<file path="src/rtl/ram_uart_tx_dma_pkg.sv">
// rtl/ram_uart_tx_dma_pkg.sv - shared state enum, parity codes and constants for the RAM-to-UART DMA
package uart_dma_pkg;

  typedef enum logic [2:0] {IDLE, FETCH, LOAD, SHIFT, FIN} dma_state_e;

  localparam logic [1:0] PAR_NONE = 2'b00;
  localparam logic [1:0] PAR_EVEN = 2'b01;
  localparam logic [1:0] PAR_ODD  = 2'b10;

  localparam logic [15:0] MIN_BAUD_DIV = 16'd4;
  localparam logic        IDLE_LEVEL   = 1'b1;

  function automatic logic parity_bit(input logic [1:0] mode, input logic [8:0] data);
    return (mode == PAR_ODD) ? ~(^data) : ^data;
  endfunction

endpackage

</file>
<file path="src/rtl/ram_uart_tx_dma_if.sv">
// rtl/ram_uart_tx_dma_if.sv - command/status, RAM port-B and serial signals of the DMA
// Parity_Mode exists only when UART_DMA_PARITY_EN is defined.
interface ram_uart_tx_dma_if #(
  parameter int ADDR_W = 15,
  parameter int DATA_W = 8,
  parameter int LEN_W  = 16
);
  logic              Start;
  logic              Abort;
  logic [ADDR_W-1:0] Start_Addr;
  logic [LEN_W-1:0]  Send_Len;
  logic [15:0]       Baud_Div;
  logic [ADDR_W-1:0] RAM_Addr;
  logic [DATA_W-1:0] RAM_Read_Data;
  logic              Busy;
  logic              Done;
  logic [LEN_W-1:0]  Byte_Count;
  logic              uart_tx;
`ifdef UART_DMA_PARITY_EN
  logic [1:0]        Parity_Mode;
`endif

  modport slave (
`ifdef UART_DMA_PARITY_EN
    input  Parity_Mode,
`endif
    input  Start, Abort, Start_Addr, Send_Len, Baud_Div, RAM_Read_Data,
    output RAM_Addr, Busy, Done, Byte_Count, uart_tx
  );

  modport master (
`ifdef UART_DMA_PARITY_EN
    output Parity_Mode,
`endif
    output Start, Abort, Start_Addr, Send_Len, Baud_Div, RAM_Read_Data,
    input  RAM_Addr, Busy, Done, Byte_Count, uart_tx
  );

endinterface

</file>
<file path="src/rtl/ram_uart_tx_dma_shifter.sv">
// rtl/ram_uart_tx_dma_shifter.sv - UART frame serialiser with baud and bit counters
// Inserts a parity bit after the data when UART_DMA_PARITY_EN is defined and the mode asks for one.
module uart_tx_shifter
  import uart_dma_pkg::*;
#(
  parameter int DATA_W    = 8,
  parameter int STOP_BITS = 1
) (
  input  logic              clk_i,
  input  logic              rst_i,
  input  logic              abort_i,
  input  logic              load_i,
  input  logic [DATA_W-1:0] data_i,
  input  logic [15:0]       div_i,
`ifdef UART_DMA_PARITY_EN
  input  logic [1:0]        par_mode_i,
`endif
  output logic              tx_o,
  output logic              done_o
);

  localparam int FW = DATA_W + STOP_BITS + 2;

  logic [FW-1:0] sr_q, sr_d, frame;
  logic [15:0]   baud_q, baud_d;
  logic [3:0]    bit_q, bit_d, nbits;
  logic          active_q, active_d;
  logic          bit_end;

  // Frame is shifted out LSB first; the unused top slot is padded with idle level.
  always_comb begin
    frame = {1'b1, {STOP_BITS{1'b1}}, data_i, 1'b0};
    nbits = 4'(FW - 1);
`ifdef UART_DMA_PARITY_EN
    if (par_mode_i == PAR_EVEN || par_mode_i == PAR_ODD) begin
      frame = {{STOP_BITS{1'b1}}, parity_bit(par_mode_i, 9'(data_i)), data_i, 1'b0};
      nbits = 4'(FW);
    end
`endif
  end

  assign bit_end = active_q && (baud_q == div_i - 16'd1);
  assign done_o  = bit_end && (bit_q == nbits - 4'd1);
  assign tx_o    = active_q ? sr_q[0] : IDLE_LEVEL;

  always_comb begin
    active_d = active_q;
    sr_d     = sr_q;
    baud_d   = baud_q;
    bit_d    = bit_q;
    if (abort_i) begin
      active_d = 1'b0;
    end else if (load_i) begin
      active_d = 1'b1;
      sr_d     = frame;
      baud_d   = '0;
      bit_d    = '0;
    end else if (active_q) begin
      if (bit_end) begin
        baud_d = '0;
        if (done_o) begin
          active_d = 1'b0;
        end else begin
          bit_d = bit_q + 4'd1;
          sr_d  = {1'b1, sr_q[FW-1:1]};
        end
      end else begin
        baud_d = baud_q + 16'd1;
      end
    end
  end

  always_ff @(posedge clk_i) begin
    if (rst_i) begin
      active_q <= 1'b0;
      sr_q     <= '1;
      baud_q   <= '0;
      bit_q    <= '0;
    end else begin
      active_q <= active_d;
      sr_q     <= sr_d;
      baud_q   <= baud_d;
      bit_q    <= bit_d;
    end
  end

endmodule

</file>
<file path="src/rtl/ram_uart_tx_dma.sv">
// rtl/ram_uart_tx_dma.sv - sequences RAM port-B fetches into the UART shifter and counts characters
// Build option: UART_DMA_PARITY_EN latches Parity_Mode at Start.
module ram_uart_tx_dma
  import uart_dma_pkg::*;
#(
  parameter int ADDR_W     = 15,
  parameter int DATA_W     = 8,
  parameter int LEN_W      = 16,
  parameter int RAM_RD_LAT = 1,
  parameter int STOP_BITS  = 1
) (
  input logic               Clk,
  input logic               Rst,
  ram_uart_tx_dma_if.slave  bus
);

  dma_state_e        state_q, state_d;
  logic [ADDR_W-1:0] addr_q, addr_d;
  logic [LEN_W-1:0]  len_q, len_d, cnt_q, cnt_d, cnt_inc;
  logic [15:0]       div_q, div_d;
  logic [1:0]        wait_q, wait_d;
  logic              busy, abort_req, shift_done;
`ifdef UART_DMA_PARITY_EN
  logic [1:0]        par_q, par_d;
`endif

  assign busy      = (state_q == FETCH) || (state_q == LOAD) || (state_q == SHIFT);
  assign abort_req = busy && bus.Abort;
  assign cnt_inc   = cnt_q + LEN_W'(1);

  always_comb begin
    state_d = state_q;
    addr_d  = addr_q;
    len_d   = len_q;
    cnt_d   = cnt_q;
    div_d   = div_q;
    wait_d  = wait_q;
`ifdef UART_DMA_PARITY_EN
    par_d   = par_q;
`endif
    case (state_q)
      IDLE: begin
        if (bus.Start) begin
          cnt_d = '0;
          if (bus.Send_Len != '0) begin
            addr_d  = bus.Start_Addr;
            len_d   = bus.Send_Len;
            div_d   = (bus.Baud_Div < MIN_BAUD_DIV) ? MIN_BAUD_DIV : bus.Baud_Div;
            wait_d  = '0;
            state_d = FETCH;
`ifdef UART_DMA_PARITY_EN
            par_d   = bus.Parity_Mode;
`endif
          end else begin
            state_d = FIN;
          end
        end
      end
      FETCH: begin
        if (wait_q == 2'(RAM_RD_LAT - 1)) state_d = LOAD;
        else                              wait_d  = wait_q + 2'd1;
      end
      LOAD:  state_d = SHIFT;
      SHIFT: begin
        if (shift_done) begin
          cnt_d   = cnt_inc;
          addr_d  = addr_q + ADDR_W'(1);
          wait_d  = '0;
          state_d = (cnt_inc < len_q) ? FETCH : FIN;
        end
      end
      FIN:     state_d = IDLE;
      default: state_d = IDLE;
    endcase
    // Abort freezes progress even if it coincides with the end of a stop bit.
    if (abort_req) begin
      state_d = IDLE;
      cnt_d   = cnt_q;
      addr_d  = addr_q;
    end
  end

  always_ff @(posedge Clk) begin
    if (Rst) begin
      state_q <= IDLE;
      addr_q  <= '0;
      len_q   <= '0;
      cnt_q   <= '0;
      div_q   <= MIN_BAUD_DIV;
      wait_q  <= '0;
`ifdef UART_DMA_PARITY_EN
      par_q   <= PAR_NONE;
`endif
    end else begin
      state_q <= state_d;
      addr_q  <= addr_d;
      len_q   <= len_d;
      cnt_q   <= cnt_d;
      div_q   <= div_d;
      wait_q  <= wait_d;
`ifdef UART_DMA_PARITY_EN
      par_q   <= par_d;
`endif
    end
  end

  assign bus.RAM_Addr   = addr_q;
  assign bus.Busy       = busy;
  assign bus.Done       = (state_q == FIN);
  assign bus.Byte_Count = cnt_q;

  uart_tx_shifter #(
    .DATA_W    (DATA_W),
    .STOP_BITS (STOP_BITS)
  ) u_shifter (
    .clk_i      (Clk),
    .rst_i      (Rst),
    .abort_i    (abort_req),
    .load_i     (state_q == LOAD),
    .data_i     (bus.RAM_Read_Data),
    .div_i      (div_q),
`ifdef UART_DMA_PARITY_EN
    .par_mode_i (par_q),
`endif
    .tx_o       (bus.uart_tx),
    .done_o     (shift_done)
  );

endmodule
</file>
<file path="src/flat_wrapper.sv">
// flat-port wrapper written by rule: the top's interface ports become plain ports
module ram_uart_tx_dma_flat import uart_dma_pkg::*;
#(
  parameter int ADDR_W     = 15,
  parameter int DATA_W     = 8,
  parameter int LEN_W      = 16,
  parameter int RAM_RD_LAT = 1,
  parameter int STOP_BITS  = 1
)
  (Clk, Rst, bus_Start, bus_Abort, bus_Start_Addr, bus_Send_Len, bus_Baud_Div, bus_RAM_Read_Data, bus_RAM_Addr, bus_Busy, bus_Done, bus_Byte_Count, bus_uart_tx);
  ram_uart_tx_dma_if #(.ADDR_W(ADDR_W), .DATA_W(DATA_W), .LEN_W(LEN_W)) bus_i ();
  input logic Clk;
  input logic Rst;
  input wire logic [$bits(bus_i.Start)-1:0] bus_Start;
  input wire logic [$bits(bus_i.Abort)-1:0] bus_Abort;
  input wire logic [$bits(bus_i.Start_Addr)-1:0] bus_Start_Addr;
  input wire logic [$bits(bus_i.Send_Len)-1:0] bus_Send_Len;
  input wire logic [$bits(bus_i.Baud_Div)-1:0] bus_Baud_Div;
  input wire logic [$bits(bus_i.RAM_Read_Data)-1:0] bus_RAM_Read_Data;
  output wire logic [$bits(bus_i.RAM_Addr)-1:0] bus_RAM_Addr;
  output wire logic [$bits(bus_i.Busy)-1:0] bus_Busy;
  output wire logic [$bits(bus_i.Done)-1:0] bus_Done;
  output wire logic [$bits(bus_i.Byte_Count)-1:0] bus_Byte_Count;
  output wire logic [$bits(bus_i.uart_tx)-1:0] bus_uart_tx;
  assign bus_i.Start = bus_Start;
  assign bus_i.Abort = bus_Abort;
  assign bus_i.Start_Addr = bus_Start_Addr;
  assign bus_i.Send_Len = bus_Send_Len;
  assign bus_i.Baud_Div = bus_Baud_Div;
  assign bus_i.RAM_Read_Data = bus_RAM_Read_Data;
  assign bus_RAM_Addr = bus_i.RAM_Addr;
  assign bus_Busy = bus_i.Busy;
  assign bus_Done = bus_i.Done;
  assign bus_Byte_Count = bus_i.Byte_Count;
  assign bus_uart_tx = bus_i.uart_tx;
  ram_uart_tx_dma #(.ADDR_W(ADDR_W), .DATA_W(DATA_W), .LEN_W(LEN_W), .RAM_RD_LAT(RAM_RD_LAT), .STOP_BITS(STOP_BITS)) u_core (.Clk(Clk), .Rst(Rst), .bus(bus_i));
endmodule
</file>
<file path="config.mk">
export PLATFORM = sky130hd
export DESIGN_NAME = ram_uart_tx_dma_flat
export DESIGN_NICKNAME = d
export VERILOG_FILES = /design/src/rtl/ram_uart_tx_dma_pkg.sv /design/src/rtl/ram_uart_tx_dma_if.sv /design/src/rtl/ram_uart_tx_dma_shifter.sv /design/src/rtl/ram_uart_tx_dma.sv /design/src/flat_wrapper.sv
export SDC_FILE = /design/constraint.sdc
export NUM_CORES = 1
export LEC_CHECK = 0
export CAP_MARGIN = 0
export CELL_PAD_IN_SITES_DETAIL_PLACEMENT = 2
export CELL_PAD_IN_SITES_GLOBAL_PLACEMENT = 2
export CORE_MARGIN = 4
export CORE_UTILIZATION = 34
export DETAILED_ROUTE_END_ITERATION = 10
export HOLD_SLACK_MARGIN = 0.06
export PLACE_DENSITY_LB_ADDON = 0.3
export SYNTH_ARGS = -nofsm -noshare
export SYNTH_HDL_FRONTEND = slang
export SYNTH_SLANG_ARGS = --single-unit
</file>
<file path="constraint.sdc">
create_clock -name Clk -period 9.6 [get_ports Clk]
set_input_delay 1.44 -clock Clk [delete_from_list [all_inputs] [get_ports Clk]]
set_output_delay 1.44 -clock Clk [all_outputs]
set_load 0.005 [all_outputs]
</file>
==> results of run 1 <==
sequential cells by signal, indices dropped and copies added (netlist names):
name	flops
u_core.bus.Byte_Count	16
u_core.div_q	16
u_core.len_q	16
u_core.u_shifter.baud_q	16
u_core.bus.RAM_Addr	15
u_core.u_shifter.sr_q	9
u_core.u_shifter.bit_q	4
u_core.state_q	3
u_core.wait_q	2
u_core.u_shifter.active_q	1
tightest hold or removal path: cells and delay by family (launching register included):
family,cells,cell delay [ns]
DFF,1,0.31
and+or+nand+nor,1,0.05
AOI/OAI and AO/OA,1,0.05
where the power goes:
| group | internal [mW] | switching, mW |
|---|---|---|
| clock network | 0.207 | 0.163 |
| logic | 0.114 | 0.161 |
| registers | 0.438 | 0.0398 |
| total | 0.760 | 0.363 |
per-layer routing:
layer / part of all wire [%] / vias up
li1: - / 2879
met1: 43 / 3026
met2: 53 / 80
met3: 2.4 / 27
met4: 1.7 / 0
met5: 0 / -
through the flow:
stage	total power [mW]	hold WS [ns]	worst slack (ns)	std cells	cell area, sq um
after floorplan	0.652	0.427	6.35	771	5960
after global placement	0.744	0.441	5.34	1042	6980
after global routing	1.19	0.478	5.30	1057	7270
after CTS	1.13	0.461	5.58	1057	7270
final	1.12	0.457	5.58	1057	7270
after detailed placement	0.760	0.450	5.25	1042	6980
cells in the final DEF, fill, tap and decap left out, types with 4 or more instances in the layout:
cell / n
nor2_1: 36
o211ai_1: 19
nand2b_1: 16
or3_1: 7
and2_1: 10
inv_1: 27
clkbuf_16: 9
xnor2_1: 21
nor4_1: 16
nand3_1: 32
xor2_1: 25
a21oi_1: 84
a311oi_1: 6
dfxtp_1: 98
a21o_1: 6
nand4_1: 12
o21ai_0: 13
o21a_1: 7
and3_1: 12
nor3b_1: 6
o21ba_1: 5
nor3_1: 31
a211oi_1: 8
o32ai_1: 11
a22oi_1: 8
nand3b_1: 6
mux2i_1: 4
ha_1: 22
buf_4: 7
or4_1: 9
clkdlybuf4s50_1: 91
nand2_1: 113
and4_1: 7
kinds of logic (layout without fill, tap and decap cells):
group	Yosys count	in the layout	synth area share, %
AND/OR/NAND/NOR	327	327	28.0
AO/OA/AOI/OAI	194	194	21.5
flip-flops	98	98	32.9
buffers and inverters	80	141	5.52
XOR/XNOR	46	46	6.76
adder cells (fa/ha/maj)	22	22	4.62
multiplexers	4	4	0.672
area by class of cell:
class | count | area, sq um | share of cell area [%]
flip-flops and latches | 98 | 1960 | 27.0
inverters | 27 | 101 | 1.39
multi-input cells | 593 | 3670 | 50.5
well taps | 225 | 282 | 3.87
clock inverters | 3 | 40.0 | 0.551
clock buffers | 12 | 246 | 3.39
repair buffers | 99 | 968 | 13.3
how the worst max path moves through the flow:
stage | startpoint | endpoint | slack, ns | cells past startpoint
2_1_floorplan | bus_Abort | u_core.bus.RAM_Addr[10] | 6.35 | 9
4_1_cts | bus_Abort | u_core.bus.Byte_Count[3] | 5.58 | 8
5_1_grt | u_core.div_q[0] | u_core.bus.RAM_Addr[4] | 5.30 | 9
3_5_place_dp | bus_Abort | u_core.bus.Byte_Count[3] | 5.25 | 8
3_3_place_gp | bus_Abort | u_core.bus.Byte_Count[15] | 5.34 | 8
6_report | bus_Abort | u_core.bus.Byte_Count[3] | 5.58 | 8
cell usage after synthesis (2+ instances only):
| cell | instances | area, sq um |
|---|---|---|
| mux2i_1 | 4 | 40.0 |
| or2_0 | 2 | 12.5 |
| nor3_1 | 31 | 155 |
| a311oi_1 | 6 | 52.6 |
| ha_1 | 22 | 275 |
| nand4_1 | 12 | 75.1 |
| clkbuf_1 | 42 | 158 |
| nand2_1 | 113 | 424 |
| o22ai_1 | 3 | 18.8 |
| nand2b_1 | 16 | 100 |
| a21oi_2 | 2 | 17.5 |
| o21a_1 | 7 | 52.6 |
| o21ba_1 | 5 | 50.1 |
| a21o_1 | 6 | 45.0 |
| and3_1 | 12 | 75.1 |
| o2111ai_1 | 2 | 17.5 |
| nor4_2 | 3 | 37.5 |
| xor2_1 | 25 | 219 |
| dfxtp_1 | 98 | 1960 |
| buf_2 | 8 | 40.0 |
| and4_1 | 7 | 61.3 |
| o21ai_0 | 13 | 65.1 |
| a31oi_1 | 3 | 18.8 |
| and2_1 | 10 | 62.6 |
| o21bai_1 | 3 | 22.5 |
| nand3_1 | 32 | 160 |
| o311ai_1 | 3 | 26.3 |
| or2_2 | 3 | 18.8 |
| nor3b_1 | 7 | 52.6 |
| a22oi_1 | 8 | 60.1 |
| a2111oi_0 | 2 | 17.5 |
| inv_1 | 27 | 101 |
| a21oi_1 | 84 | 420 |
| nand3b_1 | 6 | 45.0 |
| nor2b_1 | 2 | 12.5 |
| or3_1 | 7 | 43.8 |
| xnor2_1 | 21 | 184 |
| o211ai_1 | 19 | 143 |
| o32ai_1 | 11 | 96.3 |
| buf_6 | 2 | 22.5 |
| nor4_1 | 16 | 100 |
| or4_1 | 9 | 67.6 |
| a211oi_1 | 8 | 60.1 |
| nor2_1 | 36 | 135 |
==> impl_metrics.json, run 1 <==
{
  "status": "finished clean",
  "synth-seq-cells": 98,
  "num_vias": 6012,
  "worst-path-max-fanout": 25,
  "synth_area_per_cell_sq_um": 7.73,
  "path_delay_family": "simple AND/OR/NAND/NOR gates",
  "grt_pass1_vias": 6878,
  "period_needed_ns": 4.02,
  "nets": 909,
  "use_met3_pct": 3.86,
  "finalWirelength_mm": 20.4,
  "global_route.usage.met1_pct": 24.9,
  "async_flop_share_pct": 0,
  "ys_types": 57,
  "syn_nets": 852,
  "worstPathArrival_ns": 4.27,
  "clk_pin_slew_worst_paths_ns": 0.07,
  "r2r_cells": 9,
  "ant_nets": 0,
  "fin_skew_ns": 0.00648,
  "relSlewSlack_pct": 29.0,
  "hpwl_mm": 14.6,
  "yosys_warnings": 0,
  "rows": 48,
  "num-fill-cells": 1942,
  "via_per_inst": 5.69,
  "fmaxAchievable_mhz": 249,
  "dr.pass1.iters": 4,
  "antenna_found_initial": 0,
  "critical_path_class": "input pin to flip-flop",
  "hold_end": "u_core.len_q[15]",
  "numCtsBuffers": 9,
  "io-pin-count": 93,
  "syn-instance-count": 771,
  "report.final.slew_viol_count": 0,
  "hold_depth": 2,
  "synth_seq_area_share_pct": 32.9,
  "grt_max_degree": 101,
  "syn_to_final_growth_pct": 22.1,
  "power_density_nw_per_um2": 154,
  "die_w_microns": 140,
  "clockBufferDepth": 2,
  "tritoncts": "done",
  "gr-max-usage-layer": "met2",
  "initialDrtViolationCount": 244,
  "synth_edf_count": 0,
  "drive_gt1_share_pct": 4.09,
  "leakage_nw": 2.65,
  "end_kind": "flip-flop",
  "cp_num_buf_inv": 1,
  "worstPathCellList": "clkdlybuf4s50_1, nor2b_1, nand2_1, nand2_1, or4_1, or4_1, and3_1, o21ba_1",
  "cp.required_ns": 9.85,
  "max_stage_delay_ns": 0.88,
  "post-cts-setup-buffers": 0,
  "start_kind": "input pin",
  "clock_sinks": 98,
  "worstMarginPinSlew_ns": 1.07,
  "hold_violations": 0,
  "cpMaxStageDelayCell": "or4_1",
  "maxCapViolCount": 0,
  "routed_wire_length_per_instance_microns": 19.3,
  "finalSetupViolCount": 0,
  "vdd.ir_drop.worst_uv": 81.4,
  "cts_root_buf": "clkbuf_16",
  "drc": 0,
  "holdBufCountCts": 0,
  "grt_first_pass_wirelength_mm": 34.4,
  "clk_latency_ns": 0.36,
  "ctsResizeCount": 0,
  "rr_startpoint": "u_core.div_q[0]",
  "rsz0062_at_grt": "false",
  "overflow": 0,
  "fin_setup_tns_ns": 0,
  "synthFlopType": "dfxtp_1",
  "r2r_slack_ns": 5.58,
  "fp.dieH_microns": 140,
  "holdCritPathClass": "flip-flop to flip-flop",
  "utilization_pct": 42.2,
  "grt_use_met2_pct": 38.8,
  "portBuffers": 92,
  "groute.usage.overall_pct": 21.1,
  "antenna-diode-count": 0,
  "htreeDepth": 3,
  "min_period_over_period_pct": 41.8,
  "rr_endpoint": "u_core.bus.Byte_Count[3]",
  "initial_core_util_pct": 34.6,
  "hp-start": "u_core.len_q[15]",
  "dieArea_sq_um": 19700,
  "syn_area_sq_um": 5960,
  "gp_congestion": 0.814,
  "core_sq_um": 17200
}
Power figures use the tool's default switching activity.
==> inputs of run 2 (changes only) <==
- CORE_UTILIZATION: 34 -> 31
- clock period: 9.6 -> 3.7 ns (I/O delays scaled with it)
==> run 2 against run 1 <==
Net effect: via count is 0.96% higher; non-clock buffer count is 14 higher; sequential share of layout area is 0.81 points lower; global-route usage is 1.2 points lower; critical path depth is 2 higher; clock-buffer cell count is 1 lower; register-to-register slack worse by 5.3 ns; clock power grew to 2.9 times the previous value; cell count is 4.7% higher; power grew to 2.7 times the previous value; die area is 9.1% higher.
==> impl_metrics.json, run 2 (same netlist as run 1, synthesis figures left out) <==
{
  "status": "finished clean",
  "drive_gt1_share_pct": 6.61,
  "numCtsBuffers": 9,
  "hold_depth": 2,
  "htreeDepth": 3,
  "portBuffers": 92,
  "worst-path-max-fanout": 25,
  "hp-start": "u_core.len_q[4]",
  "path_delay_family": "simple AND/OR/NAND/NOR gates",
  "fin_skew_ns": 0.0150,
  "r2r_cells": 10,
  "rr_startpoint": "u_core.div_q[0]",
  "setup_slack_ns": 0.245,
  "max_stage_delay_ns": 0.58,
  "cp.required_ns": 3.92,
  "grt_first_pass_wirelength_mm": 35.4,
  "initial_core_util_pct": 31.6,
  "finalPower_mw": 3.07,
  "worstPathArrival_ns": 3.67,
  "num_vias": 6070,
  "cts_root_buf": "clkbuf_16",
  "grt_max_degree": 64,
  "final_cell_mix": "113 x nand2_1, 98 x dfxtp_1, 91 x clkdlybuf4s50_1, 83 x a21oi_1, 36 x nor2_1",
  "hold_end": "u_core.len_q[4]",
  "cpMaxStageDelayCell": "or4_1",
  "fmaxAchievable_mhz": 289,
  "vdd.ir_drop.worst_uv": 211,
  "mostFrequentLayoutCell": "nand2_1",
  "dp.cells": 1091,
  "r2r_slack_ns": 0.24,
  "die_w_microns": 147,
  "place_ws_ns": -0.225,
  "drc": 0,
  "overflow": 0,
  "start_kind": "flip-flop",
  "rows": 50,
  "cpMostUsedCell": "or4_1",
  "via_per_inst": 5.48,
  "holdBufCountCts": 0,
  "dieArea_sq_um": 21500,
  "gp_congestion": 0.813,
  "worstPathCellList": "inv_1, ha_1, or4b_4, a2111oi_4, a211oi_1, or4_1, or4_1, buf_4, a22oi_1, o32ai_1",
  "clockBufferDepth": 2,
  "final_cells": 1107,
  "ant_nets": 0,
  "period_needed_ns": 3.46,
  "antenna_found_initial": 0,
  "dr.pass1.iters": 4,
  "relSlewSlack_pct": 41.9,
  "rr_endpoint": "u_core.bus.RAM_Addr[9]",
  "cp_num_buf_inv": 2,
  "critical_path_class": "flip-flop to flip-flop",
  "finalWirelength_mm": 21.1,
  "worstMarginPinSlew_ns": 0.868,
  "clk_latency_ns": 0.36,
  "clk_pin_slew_worst_paths_ns": 0.08,
  "end_kind": "flip-flop",
  "hold_violations": 0,
  "clock_sinks": 98,
  "syn_to_final_growth_pct": 25.8,
  "antenna-diode-count": 0,
  "min_period_over_period_pct": 93.4,
  "hold_slack_ns": 0.460,
  "holdCritPathClass": "flip-flop to flip-flop",
  "power_density_nw_per_um2": 409,
  "nets": 923,
  "initialDrtViolationCount": 212,
  "tritoncts": "done",
  "utilization_pct": 39.8,
  "groute.usage.overall_pct": 19.9,
  "core_sq_um": 18800,
  "num-fill-cells": 2174,
  "cp-startpoint": "u_core.div_q[0]",
  "rsz0062_at_grt": "false",
  "maxCapViolCount": 0,
  "routed_wire_length_per_instance_microns": 19.0,
  "leakage_nw": 2.74,
  "hpwl_mm": 15.4,
  "report.final.slew_viol_count": 0,
  "finalSetupViolCount": 0,
  "fp.dieH_microns": 147,
  "io-pin-count": 93,
  "grt_pass1_vias": 6846
}
==> run 2: changes by cell type in the layout (fill, tap and decap cells not counted), sizes merged <==
cell,previous run,this run
clkinv,2,1
buf,8,22
bufinv,1,2
clkinvlp,0,1
clkbuf,12,11
inv,27,28
==> run 2: worst max-delay path by stage <==
stage,slack (ns),endpoint,cells past startpoint
floorplan,0.56,u_core.bus.RAM_Addr[10],12
global placement,0.18,u_core.bus.RAM_Addr[6],9
detailed placement,-0.22,u_core.bus.RAM_Addr[6],9
CTS,0.03,u_core.bus.RAM_Addr[6],9
global route,0.008,u_core.state_q[2],14
finish,0.24,u_core.bus.RAM_Addr[9],10
==> run 2: stage by stage <==
stage	TNS, ns	area, sq um
5_1_grt	0	7500
6_report	0	7500
2_1_floorplan	0	5960
3_3_place_gp	0	7130
4_1_cts	0	7480
3_5_place_dp	-2.08	7130
==> run 2: worst min-delay path, cell delays in order, from the launching register on <==
cell	delay, ns
dfxtp_1	0.31
nand2_1	0.05
a21oi_1	0.05
==> run 2: final cells by class <==
class                      instances  area [sq um]  area share [%]
clock inverter                     5          85.1            1.14
sequential                        98          1960            26.2
tap                              260           325            4.34
timing repair buffer             113          1070            14.3
multi-input combinational        593          3700            49.3
clock buffer                      11           253            3.37
inverter                          27           101            1.35
==> run 2: repair_timing <==
action,CTS,global route
resized for setup,2,3
gates cloned,0,0
endpoints found under the setup margin,13,26
hold endpoints to repair,0,0
setup buffers,0,0
==> run 2: report_power, final <==
group          internal [mW]  switching (mW)
Sequential              1.14           0.101
Combinational          0.313           0.434
Clock                  0.634           0.450
==> run 2: routing by layer <==
layer,track usage (%),part of all wire [%]
met5,0,0
met4,7.01,2.4
met3,3.57,3.0
met2,36.3,52
met1,23.2,43
==> inputs of run 3 (changes only) <==
- PLACE_DENSITY_LB_ADDON: 0.3 -> 0.1
==> run 3 against run 2 <==
Net effect: critical path depth is the same; setup slack gained 0.0058 ns; combinational power is essentially flat; largest power group unchanged.
==> impl_metrics.json, run 3 (same netlist as run 1, synthesis figures left out) <==
{
  "relSlewSlack_pct": 33.4,
  "min_period_over_period_pct": 93.2,
  "die_w_microns": 147,
  "end_kind": "flip-flop",
  "critical_path_class": "flip-flop to flip-flop",
  "cpMostUsedCell": "or4_1",
  "fp.dieH_microns": 147,
  "io-pin-count": 93,
  "fmaxAchievable_mhz": 290,
  "hold_depth": 2,
  "worstMarginPinSlew_ns": 0.999,
  "clk_pin_slew_worst_paths_ns": 0.07,
  "grt_max_degree": 93,
  "numCtsBuffers": 9,
  "worstPathArrival_ns": 3.70,
  "ant_nets": 0,
  "dp.cells": 1092,
  "nets": 924,
  "finalSetupViolCount": 0,
  "via_per_inst": 5.47,
  "period_needed_ns": 3.45,
  "clockBufferDepth": 2,
  "rsz0062_at_grt": "false",
  "clock_sinks": 98,
  "maxCapViolCount": 0,
  "overflow": 0,
  "r2r_cells": 10,
  "final_cell_mix": "113 x nand2_1, 98 x dfxtp_1, 91 x clkdlybuf4s50_1, 83 x a21oi_1, 36 x nor2_1",
  "portBuffers": 92,
  "routed_wire_length_per_instance_microns": 19.3,
  "hold_violations": 0,
  "holdBufCountCts": 0,
  "dr.pass1.iters": 4,
  "place_ws_ns": -0.0784,
  "final_cells": 1108,
  "groute.usage.overall_pct": 20.0,
  "grt_first_pass_wirelength_mm": 35.5,
  "gp_congestion": 0.832,
  "syn_to_final_growth_pct": 25.5,
  "max_stage_delay_ns": 0.57,
  "cp.required_ns": 3.95,
  "clk_latency_ns": 0.36,
  "leakage_nw": 2.73,
  "finalWirelength_mm": 21.4,
  "worstPathCellList": "inv_1, ha_1, or4b_4, a2111oi_4, a211oi_1, or4_1, or4_1, buf_4, and3_1, o21ba_1",
  "core_sq_um": 18800,
  "vdd.ir_drop.worst_uv": 201,
  "hpwl_mm": 15.5,
  "grt_pass1_vias": 6805,
  "power_density_nw_per_um2": 400,
  "antenna-diode-count": 0,
  "rows": 50,
  "tritoncts": "done",
  "cts_root_buf": "clkbuf_16",
  "antenna_found_initial": 0,
  "num-fill-cells": 2164,
  "cpMaxStageDelayCell": "or4b_4",
  "worst-path-max-fanout": 25,
  "fin_skew_ns": 0.00934,
  "start_kind": "flip-flop",
  "holdCritPathClass": "flip-flop to flip-flop",
  "initialDrtViolationCount": 185,
  "drive_gt1_share_pct": 6.72,
  "initial_core_util_pct": 31.6,
  "mostFrequentLayoutCell": "nand2_1",
  "setup_slack_ns": 0.250,
  "htreeDepth": 3,
  "report.final.slew_viol_count": 0,
  "drc": 0,
  "dieArea_sq_um": 21500,
  "status": "finished clean",
  "num_vias": 6064
}
run 3: where the power goes:
| group | internal, mW | total [mW] | leakage, nW | switching, mW |
|---|---|---|---|---|
| combinational | 0.318 | 0.748 | 1.79 | 0.430 |
| clock | 0.562 | 1.00 | 0.145 | 0.441 |
| sequential | 1.14 | 1.24 | 0.798 | 0.101 |
run 3: final timing paths:
path | from | endpoint | slack, ns
max reg2reg | u_core.div_q[0] | u_core.bus.Byte_Count[14] | 0.25
min reg2reg | u_core.len_q[7] | u_core.len_q[7] | 0.46
max | u_core.div_q[0] | u_core.bus.Byte_Count[14] | 0.25
min | u_core.len_q[7] | u_core.len_q[7] | 0.46
run 3: cell type report:
cell class	instances	area (sq um)	share of cell area, %
tap	260	325	4.35
sequential	98	1960	26.2
inverter	27	101	1.36
clock inverter	4	50.0	0.669
timing repair buffer	114	1080	14.5
clock buffer	12	256	3.43
multi-input combinational	593	3700	49.5
run 3: routing by layer:
layer,GRT usage [%],up-vias,share of wire [%]
li1,-,2918,-
met4,5.64,0,1.7
met5,0,-,0
met1,24.1,3054,44
met3,3.04,26,2.0
met2,36.8,66,53
run 3: stage by stage:
stage | hold WS, ns | cell area [sq um] | power (mW) | util, % | TNS, ns
3_5_place_dp | 0.452 | 7140 | 2.00 | 37.9 | -0.294
5_1_grt | 0.477 | 7480 | 3.16 | 39.7 | 0
6_report | 0.458 | 7480 | 2.99 | 39.7 | 0
3_3_place_gp | 0.443 | 7140 | 1.96 | 37.9 | 0
2_1_floorplan | 0.427 | 5960 | 1.69 | - | 0
4_1_cts | 0.463 | 7460 | 3.03 | 39.6 | 0
run 3: worst max-delay path: cells and delay by family (launching register included):
kind            cells  cell delay (ns)
fa+ha+maj           1             0.18
compound gates      3             0.65
simple gates        4             1.81
buf+inv             2             0.33
flops               1             0.36
run 3: repair_timing:
item | CTS | global route
setup endpoints to repair | 10 | 48
endpoints found under the hold margin | 0 | 0
setup buffers | 0 | 0
resized for setup | 2 | 5
